[config.mk]
export PLATFORM = sky130hd
export DESIGN_NAME = lane_pipe_reg
export DESIGN_NICKNAME = d
export VERILOG_FILES = /design/src/rtl/lane_pipe_reg.sv
export SDC_FILE = /design/constraint.sdc
export NUM_CORES = 1
export LEC_CHECK = 0
export ABC_AREA = 1
export CORE_MARGIN = 2
export CORE_UTILIZATION = 50
export DETAILED_ROUTE_END_ITERATION = 8
export PLACE_DENSITY_LB_ADDON = 0.15
export SKIP_CTS_REPAIR_TIMING = 1
export SLEW_MARGIN = 20
export SYNTH_ARGS = -nofsm -noshare
export SYNTH_HDL_FRONTEND = slang
export SYNTH_SLANG_ARGS = --single-unit
[constraint.sdc]
create_clock -name clk -period 4.53 [get_ports clk]
set_input_delay 0.453 -clock clk [delete_from_list [all_inputs] [get_ports clk]]
set_output_delay 0.453 -clock clk [all_outputs]
set_load 0.02 [all_outputs]
[src/rtl/lane_pipe_reg.sv]
// Multi-lane pipeline register with valid/ready flow control, per-lane masking,
// flush and occupancy count. Empty stages always refill, so bubbles collapse.

module lane_pipe_lane #(
    parameter int WIDTH = 8,
    parameter int DEPTH = 2
) (
    input  logic             clk,
    input  logic             clr,
    input  logic [DEPTH-1:0] adv,
    input  logic             cap,
    input  logic [WIDTH-1:0] din,
    output logic [WIDTH-1:0] dout
);
    logic [DEPTH-1:0][WIDTH-1:0] d;

    // Masked or invalid captures load zero, so later stages can copy blindly.
    always_ff @(posedge clk) begin
        if (clr) begin
            d <= '0;
        end else begin
            if (adv[0]) d[0] <= cap ? din : '0;
            for (int k = 1; k < DEPTH; k++)
                if (adv[k]) d[k] <= d[k-1];
        end
    end

    assign dout = d[DEPTH-1];
endmodule

module lane_pipe_reg #(
    parameter  int LANES = 2,
    parameter  int WIDTH = 8,
    parameter  int DEPTH = 2,
    localparam int CW    = $clog2(DEPTH+1)
) (
    input  logic                   clk,
    input  logic                   reset,
    input  logic                   flush,
    input  logic                   in_valid,
    output logic                   in_ready,
    input  logic [LANES-1:0]       in_lane_en,
    input  logic [LANES*WIDTH-1:0] in_data,
    output logic                   out_valid,
    input  logic                   out_ready,
    output logic [LANES-1:0]       out_lane_en,
    output logic [LANES*WIDTH-1:0] out_data,
    output logic [CW-1:0]          count
);
    localparam int STAGES = DEPTH-1;

    logic [STAGES:0]            vld_pipe;
    logic [STAGES:0][LANES-1:0] msk_pipe;
    logic [DEPTH-1:0]           adv;
    logic                       acc;
    logic                       emit;
    logic                       clr;

    // adv[k] is set when out_ready or any stage at or downstream of k is empty.
    always_comb begin
        logic a;
        a   = out_ready;
        adv = '0;
        for (int k = STAGES; k >= 0; k--) begin
            a      = a | ~vld_pipe[k];
            adv[k] = a;
        end
    end

    assign in_ready = adv[0] & ~flush;
    assign acc      = in_valid & in_ready;
    assign emit     = vld_pipe[STAGES] & out_ready;
    assign clr      = ~reset | flush;

    always_ff @(posedge clk) begin
        if (clr) begin
            vld_pipe <= '0;
            msk_pipe <= '0;
            count    <= '0;
        end else begin
            if (adv[0]) begin
                vld_pipe[0] <= acc;
                msk_pipe[0] <= acc ? in_lane_en : '0;
            end
            for (int k = 1; k <= STAGES; k++) begin
                if (adv[k]) begin
                    vld_pipe[k] <= vld_pipe[k-1];
                    msk_pipe[k] <= msk_pipe[k-1];
                end
            end
            count <= count + CW'(acc) - CW'(emit);
        end
    end

    for (genvar i = 0; i < LANES; i++) begin : g_lane
        lane_pipe_lane #(.WIDTH(WIDTH), .DEPTH(DEPTH)) u_lane (
            .clk  (clk),
            .clr  (clr),
            .adv  (adv),
            .cap  (acc & in_lane_en[i]),
            .din  (in_data[i*WIDTH +: WIDTH]),
            .dout (out_data[i*WIDTH +: WIDTH])
        );
    end

    assign out_valid   = vld_pipe[STAGES];
    assign out_lane_en = msk_pipe[STAGES];
endmodule

# Word level (Yosys, flattened, before mapping)
# Cells that the tools add are included.
# word_totals
output_inout_bits,22
wordCells,26
mem_count,0
latchBits,0
reg_bits,40
ram_bits,0
input_bits,23
romBits,0
# op_classes
magnitude_cmp,0
mul,0
eq_ne,0
n_shift,0
n_bitwise,12
div_mod_pow,0
n_addsub,2
mux,3
reduce_logical,0
# op_table
cell,n
8-bit two-way mux,2
1-bit AND,5
1-bit NOT,4
1-bit OR,3
2-bit by 1-bit adder with 2-bit output,1
2-bit two-way mux,1
2-bit by 1-bit subtractor with 2-bit output,1

# Depth between registers and ports, before layout
# Gate-level depths: netlist (run 1).
# logic_depth
depth_word,7
ltp_mapped,10
depth_no_buf,9

# By module
# From an unflattened synthesis (run 1), not the netlist that was laid out.
# hier_totals
cells_unflattened,206
hier_area_um2,1642.8
# by_module_without_submodules
mod,seq_area_each_um2,cells_per_inst,instances,area_per_inst_um2
lane_pipe_lane,320.3,78,2,631.9
lane_pipe_reg,160.2,50,1,379.1

# Worst setup path before layout (run 1)
# Ideal clock, no wire load.
# synth_path
kind,reg-to-reg
from,register vld_pipe[1]
to,register count[1]
n_path_buf,1
arrival_ns,1.529
stages_incl_launch_ff,10
t_required_ns,4.415
setup_time_ns,0.115
path_slack_ns,2.886
period_less_slack_ns,1.644
path_cell_list,dfxtp_1 -> nand3_2 -> buf_6 -> nand3_2 -> xor2_1 -> ha_1 -> xor2_1 -> nand3_1 -> nand2_1 -> nor2_1
# synth_via
elab_chain_len,7
word_cells_on_any_way,8
cone_classes,add/sub (2); bitwise (6)
# synth_lines
element,line_no,source
start: declaration,52,logic [STAGES:0] vld_pipe;
start signal: indexed assignment,87,vld_pipe[k] <= vld_pipe[k-1];
1-bit NOT,65,a = a | ~vld_pipe[k];
1-bit OR (2 in a row),65,
1-bit AND,70,assign in_ready = adv[0] & ~flush;
1-bit AND,71,assign acc = in_valid & in_ready;
2-bit by 1-bit adder with 2-bit output,91,count <= count + CW'(acc) - CW'(emit);
2-bit by 1-bit subtractor with 2-bit output *,91,
end signal: assignment,91,
end: declaration,48,output logic [CW-1:0] count
# Every way passes the cells marked *; elsewhere a longest branch is shown, timed or not.
# A chain may end at the register's enable or synchronous reset.

# Final worst setup path (run 1)
# layout_path
from,input out_ready
to,output in_ready
# layout_via
elab_chain_len,3
# layout_lines
element,line_no,source
start: declaration,45,"input logic out_ready,"
1-bit OR (2 in a row),65,
1-bit AND,70,
end: declaration,41,"output logic in_ready,"
# No other way between the ends.

==> metrics.yaml, run 1 <==
outcome:
  outcome: "finished clean"
critical_path:
  slowest_stage: "clkdlybuf4s50_1"
  crit-reg2reg-launch: "vld_pipe[1]$_SDFFE_PP0P_"
  timing.critical_path.mode_cell: "clkdlybuf4s50_1"
  cp.arrival_ps: 2080
  r2r_cells: 8
  r2r_end: "count[1]$_SDFF_PP0_"
  crit_path_start_kind: "input port"
  cp_max_fo: 22
  worstSetupEndpointType: "output port"
  ff2ff_setup_slack_ps: 2570
  critPathRequiredTime_ps: 4080
  path_class: "in -> out"
  critPathMaxStageDelay_ps: 590
  critPathLaunch: "out_ready"
  cp_cell_sequence: "clkdlybuf4s50_1 > inv_2 > nand3_2 > nand2_1 > inv_1 > clkdlybuf4s50_1"
placed_design:
  dp_slack_ps: 2000
  dp.final_hpwl_um: 2010
  dpl.cell_count: 291
  io_buffers: 44
  place.gp.congestion: 0.755
layout:
  drive_above_1_share_pct: 5.16
  post-route-util_pct: 62.1
  instances_no_fill: 298
  num-fill-cells: 321
  antenna_cells: 0
  nNetsFinal: 276
  area_delta_synth_final_pct: 21.1
logic_synthesis:
  synth-seq-area-share_pct: 47.2
  synth_fa_ha_area_share_pct: 0.737
  synth-simple-area-share_pct: 20.0
  ys_seq_elements: 40
  synth.largest_area_cell: "dfxtp_1"
  avgSynthCellArea_um2: 7.45
  netlist_area_um2: 1700
  synth_top_cell_area_share_pct: 47.2
  muxShareOfSynthArea_pct: 0
  syn-instance-count: 228
  synth_cell_types: 18
  synth_nets: 252
  synth_top_family_by_area: "simple AND/OR/NAND/NOR gates"
  synth_xor_area_share_pct: 1.03
  yosys-top-cells-area: "dfxtp_1 (47%), nor2_1 (15%), buf_4 (8.0%), inv_1 (7.3%), o21ai_0 (5.9%)"
  yosys_warnings: 0
  synth_compound_area_share_pct: 12.2
clock_network:
  root_buffer: "clkbuf_4"
  clockBufferDepth: 2
  insertion_delay_ps: 350
  clk_pin_slew_ps: 110
  h-tree-depth: 2
  cts_made_buffers: 5
  cts.sinks: 40
  cts_tree: "yes"
global_route:
  gr-total-overflow: 0
  antenna_found_initial: 0
  grt_usage_pct: 17.6
  grt_pass1_wl_um: 5350
  grt_pass1_vias: 1245
  grt_max_degree: 34
die:
  die_w_um: 62.3
  ios: 45
  initial_core_util_pct: 51.3
  dieHeight_um: 62.3
  fp-row-count: 21
  dieArea_um2: 3880
  core_um2: 3310
timing:
  drv_slew: 0
  fin_crit_sh_pct: 56.0
  worstMarginPinSlew_ps: 866
  tns_ps: 0
  grt_setup_unrepaired: "false"
  setup_viol: 0
  finClkSkew_ps: 5.75
  fin_ws_ps: 1990
  post-route-min-period_ps: 2540
  fmax_mhz: 394
  relSlewSlack_pct: 42.1
  hold_viol_final: 0
job:
  cap_violations: 0
detailed_routing:
  routedWlPerCell_um: 10.5
  drc_errors: 0
  drt_wl_total_um: 3120
  drtIter0Drc: 44
  via_per_inst: 4.51
  num_vias: 1343
  drt_first_pass_iters: 4
  antenna_left: 0
power:
  clkPwrFrac_pct: 29.1
  swShare_pct: 23.8
  total_leakage_power_uw: 0.000810
  p_sw_uw: 137
  vdd_drop_max_v: 0.000147
  pwr-share-seq_pct: 61.9
  p_per_area_nw_per_um2: 280
  intPower_uw: 439
  power_frac_comb_pct: 9.0
hold_path:
  hold_path_startpoint: "g_lane[1].u_lane.d[0]$_SDFFE_PP0N_"
  whs_endpoint: "g_lane[1].u_lane.dout[0]$_SDFFE_PP0P_"
  min_delay_path_depth: 2
  hold_class: "reg -> reg"
how the worst max path moves through the flow:
stage / end
after floorplan: count[1]$_SDFF_PP0_
after global placement: in_ready
after detailed placement: in_ready
after CTS: in_ready
after global routing: in_ready
final: in_ready
cell type report:
| class | instances | area (µm²) | area share (%) |
|---|---|---|---|
| Timing Repair Buffer | 44 | 440 | 21.4 |
| Clock inverter | 1 | 5.00 | 0.243 |
| Tap cell | 46 | 57.6 | 2.80 |
| Sequential cell | 40 | 801 | 38.9 |
| Clock buffer | 6 | 41.3 | 2.01 |
| Multi-Input combinational cell | 125 | 577 | 28.0 |
| Inverter | 36 | 135 | 6.57 |
stage by stage:
stage / total power [µW] / hold slack [ps] / area (µm²)
2_1_floorplan: 390 / 429 / 1700
3_3_place_gp: 416 / 442 / 2010
3_5_place_dp: 416 / 445 / 2010
4_1_cts: 579 / 461 / 2060
5_1_grt: 604 / 483 / 2060
6_report: 576 / 460 / 2060
synthesized netlist by cell type, drive strengths merged:
master / count
a21oi: 18
nand2: 7
nand3: 3
nor2: 70
buf: 26
clkbuf: 1
inv: 36
nand4: 2
xor2: 2
a41oi: 2
ha: 1
o21ai: 20
dfxtp: 40
flip-flops by register name (all words and copies together) (netlist names):
name / count
count: 2
g_lane.u_lane.d: 16
g_lane.u_lane.dout: 16
msk_pipe: 2
out_lane_en: 2
vld_pipe: 2
power groups by stage:
stage / logic [µW] / registers, µW / clock network (µW)
finish: 51.8 / 356 / 168
global placement: 51.5 / 364 / 0
detailed placement: 51.7 / 364 / 0
CTS: 52.2 / 356 / 171
floorplan: 24.9 / 365 / 0
global route: 58.3 / 357 / 188
routing by layer:
| metal | share of wire, % | wire length [µm] | vias up | track usage [%] |
|---|---|---|---|---|
| met2 | 44 | 1370 | 29 | 27.3 |
| met4 | 1.4 | 44 | 0 | 7.78 |
| met3 | 6.2 | 194 | 4 | 6.88 |
| met1 | 49 | 1510 | 582 | 21.6 |
| li1 | - | - | 728 | - |
| met5 | 0 | 0 | - | 0 |
critical path, delay by kind of cell:
| family | cells | cell delay, ps |
|---|---|---|
| buf+inv | 4 | 1200 |
| simple gates | 2 | 430 |
placed cells by master (no fill, tap or decap):
cell,instances
o21ai_0,20
nand2_1,7
a41oi_1,2
xor2_1,2
nand3_1,1
ha_1,1
clkdlybuf4s50_1,44
nor2_1,70
clkbuf_4,5
dfxtp_1,40
nand3_2,2
clkinv_2,1
clkbuf_1,1
inv_2,3
nand4_2,2
inv_1,33
a21oi_1,18
cell families after synthesis:
kind of cell / after synthesis
AO/OA/AOI/OAI: 40
XOR/XNOR: 2
adder cells (fa/ha/maj): 1
buffers and inverters: 63
flip-flops: 40
AND/OR/NAND/NOR: 82
No activity file was read; power rests on OpenSTA's default activity.
==> run 2: changes to the inputs <==
CORE_UTILIZATION = 43   (was 50)
clock period = 2.1 ns   (was 4.53 ns; I/O delays follow)
==> run 2 against run 1 <==
  * Die area grew 15%
  * Design area increased by 4.2%
  * Clock-buffer cell count unchanged
  * Clock power grew to 3.1 times the previous value
  * Sequential power up 120%
  * Core utilization is 4.5 points lower
  * Sequential cell count did not move
  * Routed wire length grew 3.1%
  * Register-to-register slack worse by 2000 ps
  * First-iteration DRC count up 27%
  * Global-route usage is 1.1 points lower
==> metrics.yaml, run 2 (synthesis gave the netlist of run 1 again) <==
outcome:
  outcome: "finished clean"
placed_design:
  dp.final_hpwl_um: 2240
  dpl.cell_count: 298
  place.gp.congestion: 0.784
  io_buffers: 44
  placed_cell_area_um2: 2050
detailed_routing:
  num_vias: 1342
  via_per_inst: 4.39
  antenna_left: 0
  drtIter0Drc: 56
  routedWlPerCell_um: 10.5
  drt_wl_total_um: 3220
  drc_errors: 0
  drt_first_pass_iters: 2
die:
  fp-row-count: 22
  die_w_um: 66.8
  initial_core_util_pct: 45.7
  dieHeight_um: 66.8
  ios: 45
  core_um2: 3720
  dieArea_um2: 4470
layout:
  instances_no_fill: 306
  antenna_cells: 0
  layout_commonest_cell: "nor2_1"
  final_cell_area_um2: 2140
  final_cell_mix: "nor2_1 (70), clkdlybuf4s50_1 (44), dfxtp_1 (40)"
  nNetsFinal: 281
  drive_above_1_share_pct: 7.75
  area_delta_synth_final_pct: 26.2
global_route:
  antenna_found_initial: 0
  grt_pass1_wl_um: 5460
  grt_usage_pct: 16.4
  grt_pass1_vias: 1199
  grt_max_degree: 22
  gr-total-overflow: 0
clock_network:
  h-tree-depth: 2
  cts_tree: "yes"
  cts_made_buffers: 5
  clk_pin_slew_ps: 70
  clockBufferDepth: 2
  root_buffer: "clkbuf_8"
  cts.sinks: 40
  insertion_delay_ps: 290
hold_path:
  hold_class: "reg -> reg"
timing:
  fin_hold_ws_ps: 450
  finClkSkew_ps: 5.35
  tns_ps: 0
  grt_setup_unrepaired: "false"
  hold_viol_final: 0
  post-route-min-period_ps: 1800
  fin_crit_sh_pct: 85.7
  setup_viol: 0
  fmax_mhz: 555
  relSlewSlack_pct: 63.1
  worstMarginPinSlew_ps: 553
  drv_slew: 0
critical_path:
  path_class: "in -> out"
  cp_max_fo: 6
  crit_path_start_kind: "input port"
  critPathRequiredTime_ps: 1890
  worstSetupEndpointType: "output port"
  cp.arrival_ps: 1590
job:
  cap_violations: 0
power:
  total_leakage_power_uw: 0.000854
  p_per_area_nw_per_um2: 651
  vdd_drop_max_v: 0.000360
==> run 2: changes by cell type in the layout (fill, tap and decap cells not counted), sizes merged <==
cell | before | now
buf | 0 | 5
clkinv | 1 | 2
==> run 2: metrics by stage <==
stage | worst slack, ps | utilization (%) | power [µW]
floorplan | 456 | - | 841
global placement | 300 | 55.2 | 900
detailed placement | 251 | 55.2 | 901
CTS | 292 | 57.7 | 1410
global route | 234 | 57.7 | 1460
finish | 300 | 57.7 | 1400
==> run 2: layout make-up <==
class	count	area (µm²)
well taps	48	60.1
fillers	382	1570
multi-input cells	125	577
repair buffers	49	478
flip-flops and latches	40	801
clock inverters	2	10.0
inverters	36	135
clock buffers	6	82.6
==> run 2: metal layers <==
metal / GRT usage, % / vias to the layer above / part of all wire [%]
li1: - / 732 / -
met1: 21.3 / 578 / 48
met2: 24.9 / 27 / 45
met3: 4.90 / 5 / 5.3
met4: 7.65 / 0 / 1.4
met5: 0 / - / 0
==> run 2: path summary, 6_finish.rpt <==
check | start | to | slack, ps | cells after the start
worst max-delay path | out_ready | in_ready | 300 | 6
worst min-delay path | g_lane[0].u_lane.d[6]$_SDFFE_PP0N_ | g_lane[0].u_lane.dout[6]$_SDFFE_PP0P_ | 450 | 2
worst max register to register | vld_pipe[1]$_SDFFE_PP0P_ | count[1]$_SDFF_PP0_ | 570 | 8
worst min register to register | g_lane[0].u_lane.d[6]$_SDFFE_PP0N_ | g_lane[0].u_lane.dout[6]$_SDFFE_PP0P_ | 450 | 2
==> run 2: worst max-delay path, stage by stage <==
cell and delay [ps]:
clkdlybuf4s50_1 490, inv_2 50, nand3_2 120, nand2_1 70
inv_1 60, clkdlybuf4s50_1 590
==> run 2: where the power goes <==
part           internal, µW  total (µW)  switching [µW]
logic                  59.7         114            54.0
clock network           262         514             252
registers               765         768            3.15
==> run 3: changes to the inputs <==
CORE_UTILIZATION = 45   (was 43)
CTS_BUF_LIST = sky130_fd_sc_hd__clkbuf_4   (was not set)
PLACE_DENSITY = 0.78   (was not set)
PLACE_DENSITY_LB_ADDON = not set   (was 0.15)
==> run 3 against run 2 <==
  * Maximum frequency grew 3.7%
  * Clock-buffer cell count grew 1
  * First-iteration DRC count shrank 16%
  * Via count up 0.45%
  * Cell count down 0.33%
  * Clock skew fell by 3.7 ps
  * Routed wire length decreased by 2.1%
  * Die area shrank 4.2%
  * Total power down 9.4%
  * Register-to-register slack gained 50 ps
  * Critical path type unchanged
  * Critical endpoint unchanged
  * Largest cell class unchanged
==> metrics.yaml, run 3 (synthesis gave the netlist of run 1 again) <==
global_route:
  met3_usage_pct: 5.82
  grt_pass1_vias: 1258
  antenna_found_initial: 0
  grt_usage_pct: 16.9
  grt.busiest_layer: "met2"
  grt_pass1_wl_um: 5530
  grt.met2_usage_pct: 27.9
  gr-total-overflow: 0
  grt_max_degree: 26
  use_met1_pct: 20.2
layout:
  area_delta_synth_final_pct: 24.4
  drive_above_1_share_pct: 7.00
  final_cell_mix: "nor2_1 (70), clkdlybuf4s50_1 (44), dfxtp_1 (40)"
  num-fill-cells: 373
  antenna_cells: 0
  nNetsFinal: 280
  layout_commonest_cell: "nor2_1"
critical_path:
  worstSetupEndpointType: "output port"
  timing.critical_path.mode_cell: "clkdlybuf4s50_1"
  path_class: "in -> out"
  cp_num_cells: 6
  cp_cell_sequence: "clkdlybuf4s50_1 > inv_2 > nand3_2 > nand2_1 > inv_1 > clkdlybuf4s50_1"
  critPathRequiredTime_ps: 1890
  crit_buf_inv: 4
  cp.arrival_ps: 1530
  slowest_stage: "clkdlybuf4s50_1"
  r2r_cells: 8
  crit_path_start_kind: "input port"
  critPathMaxStageDelay_ps: 590
  cp_max_fo: 4
  worst_path_dominant_cell_family: "buffers and inverters"
detailed_routing:
  via_per_inst: 4.42
  drt_first_pass_iters: 4
  num_vias: 1348
  drt_wl_total_um: 3150
  antenna_left: 0
  drc_errors: 0
  routedWlPerCell_um: 10.3
  drtIter0Drc: 47
job:
  cap_violations: 0
power:
  total_leakage_power_uw: 0.000839
  vdd_drop_max_v: 0.000300
  p_per_area_nw_per_um2: 599
timing:
  fmax_mhz: 576
  setup_viol: 0
  drv_slew: 0
  post-route-min-period_ps: 1740
  hold_viol_final: 0
  fin_crit_sh_pct: 82.7
  grt_setup_unrepaired: "false"
  fin_hold_ws_ps: 457
  tns_ps: 0
  worstMarginPinSlew_ps: 547
  finClkSkew_ps: 1.65
  relSlewSlack_pct: 63.5
clock_network:
  cts_tree: "yes"
  clockBufferDepth: 2
  insertion_delay_ps: 340
  root_buffer: "clkbuf_4"
  cts.sinks: 40
  clk_pin_slew_ps: 100
  h-tree-depth: 2
  cts_made_buffers: 5
die:
  initial_core_util_pct: 46.7
  die_w_um: 65.4
  dieArea_um2: 4280
  ios: 45
  dieHeight_um: 65.4
  fp-row-count: 22
  core_um2: 3630
outcome:
  outcome: "finished clean"
placed_design:
  io_buffers: 44
  place.gp.congestion: 0.787
  dp.final_hpwl_um: 2190
hold_path:
  min_delay_path_depth: 2
  hold_class: "reg -> reg"
## run 3: power breakdown
group | switching (µW) | total (µW) | internal, µW
Sequential | 3.45 | 769 | 766
Combinational | 53.2 | 113 | 59.9
Clock | 228 | 383 | 155
Total | 285 | 1260 | 980
## run 3: worst min-delay path: stages, from the launching register on
cell and delay (ps):
dfxtp_1 310, inv_1 60, a21oi_1 50
## run 3: cell type report
type                            count  area (µm²)  share of cell area [%]
Multi-Input combinational cell    125         577                    27.3
Sequential cell                    40         801                    37.9
Clock inverter                      1        3.75                   0.178
Inverter                           36         135                    6.40
Clock buffer                        7        52.6                    2.49
Tap cell                           48        60.1                    2.84
Timing Repair Buffer               48         483                    22.9
## run 3: per-stage QoR
| stage | instance area (µm²) | power (µW) | setup slack (ps) | utilization, % | cells |
|---|---|---|---|---|---|
| floorplan | 1700 | 841 | 456 | - | 228 |
| global placement | 2060 | 899 | 366 | 56.6 | 297 |
| detailed placement | 2060 | 900 | 300 | 56.6 | 297 |
| CTS | 2110 | 1280 | 353 | 58.1 | 305 |
| global route | 2110 | 1330 | 277 | 58.1 | 305 |
| finish | 2110 | 1260 | 363 | 58.1 | 305 |
## run 3: worst paths after layout
path	end	startpoint	slack, ps
hold / removal	g_lane[1].u_lane.dout[1]$_SDFFE_PP0P_	g_lane[1].u_lane.d[1]$_SDFFE_PP0N_	460
hold reg to reg	g_lane[1].u_lane.dout[1]$_SDFFE_PP0P_	g_lane[1].u_lane.d[1]$_SDFFE_PP0N_	460
setup / recovery	in_ready	out_ready	360
setup reg to reg	count[1]$_SDFF_PP0_	vld_pipe[1]$_SDFFE_PP0P_	620
## run 3: routing by layer
metal / up-vias / wire length, µm
met4: 0 / 54
met2: 34 / 1490
met1: 576 / 1430
met5: - / 0
met3: 5 / 176
li1: 733 / -
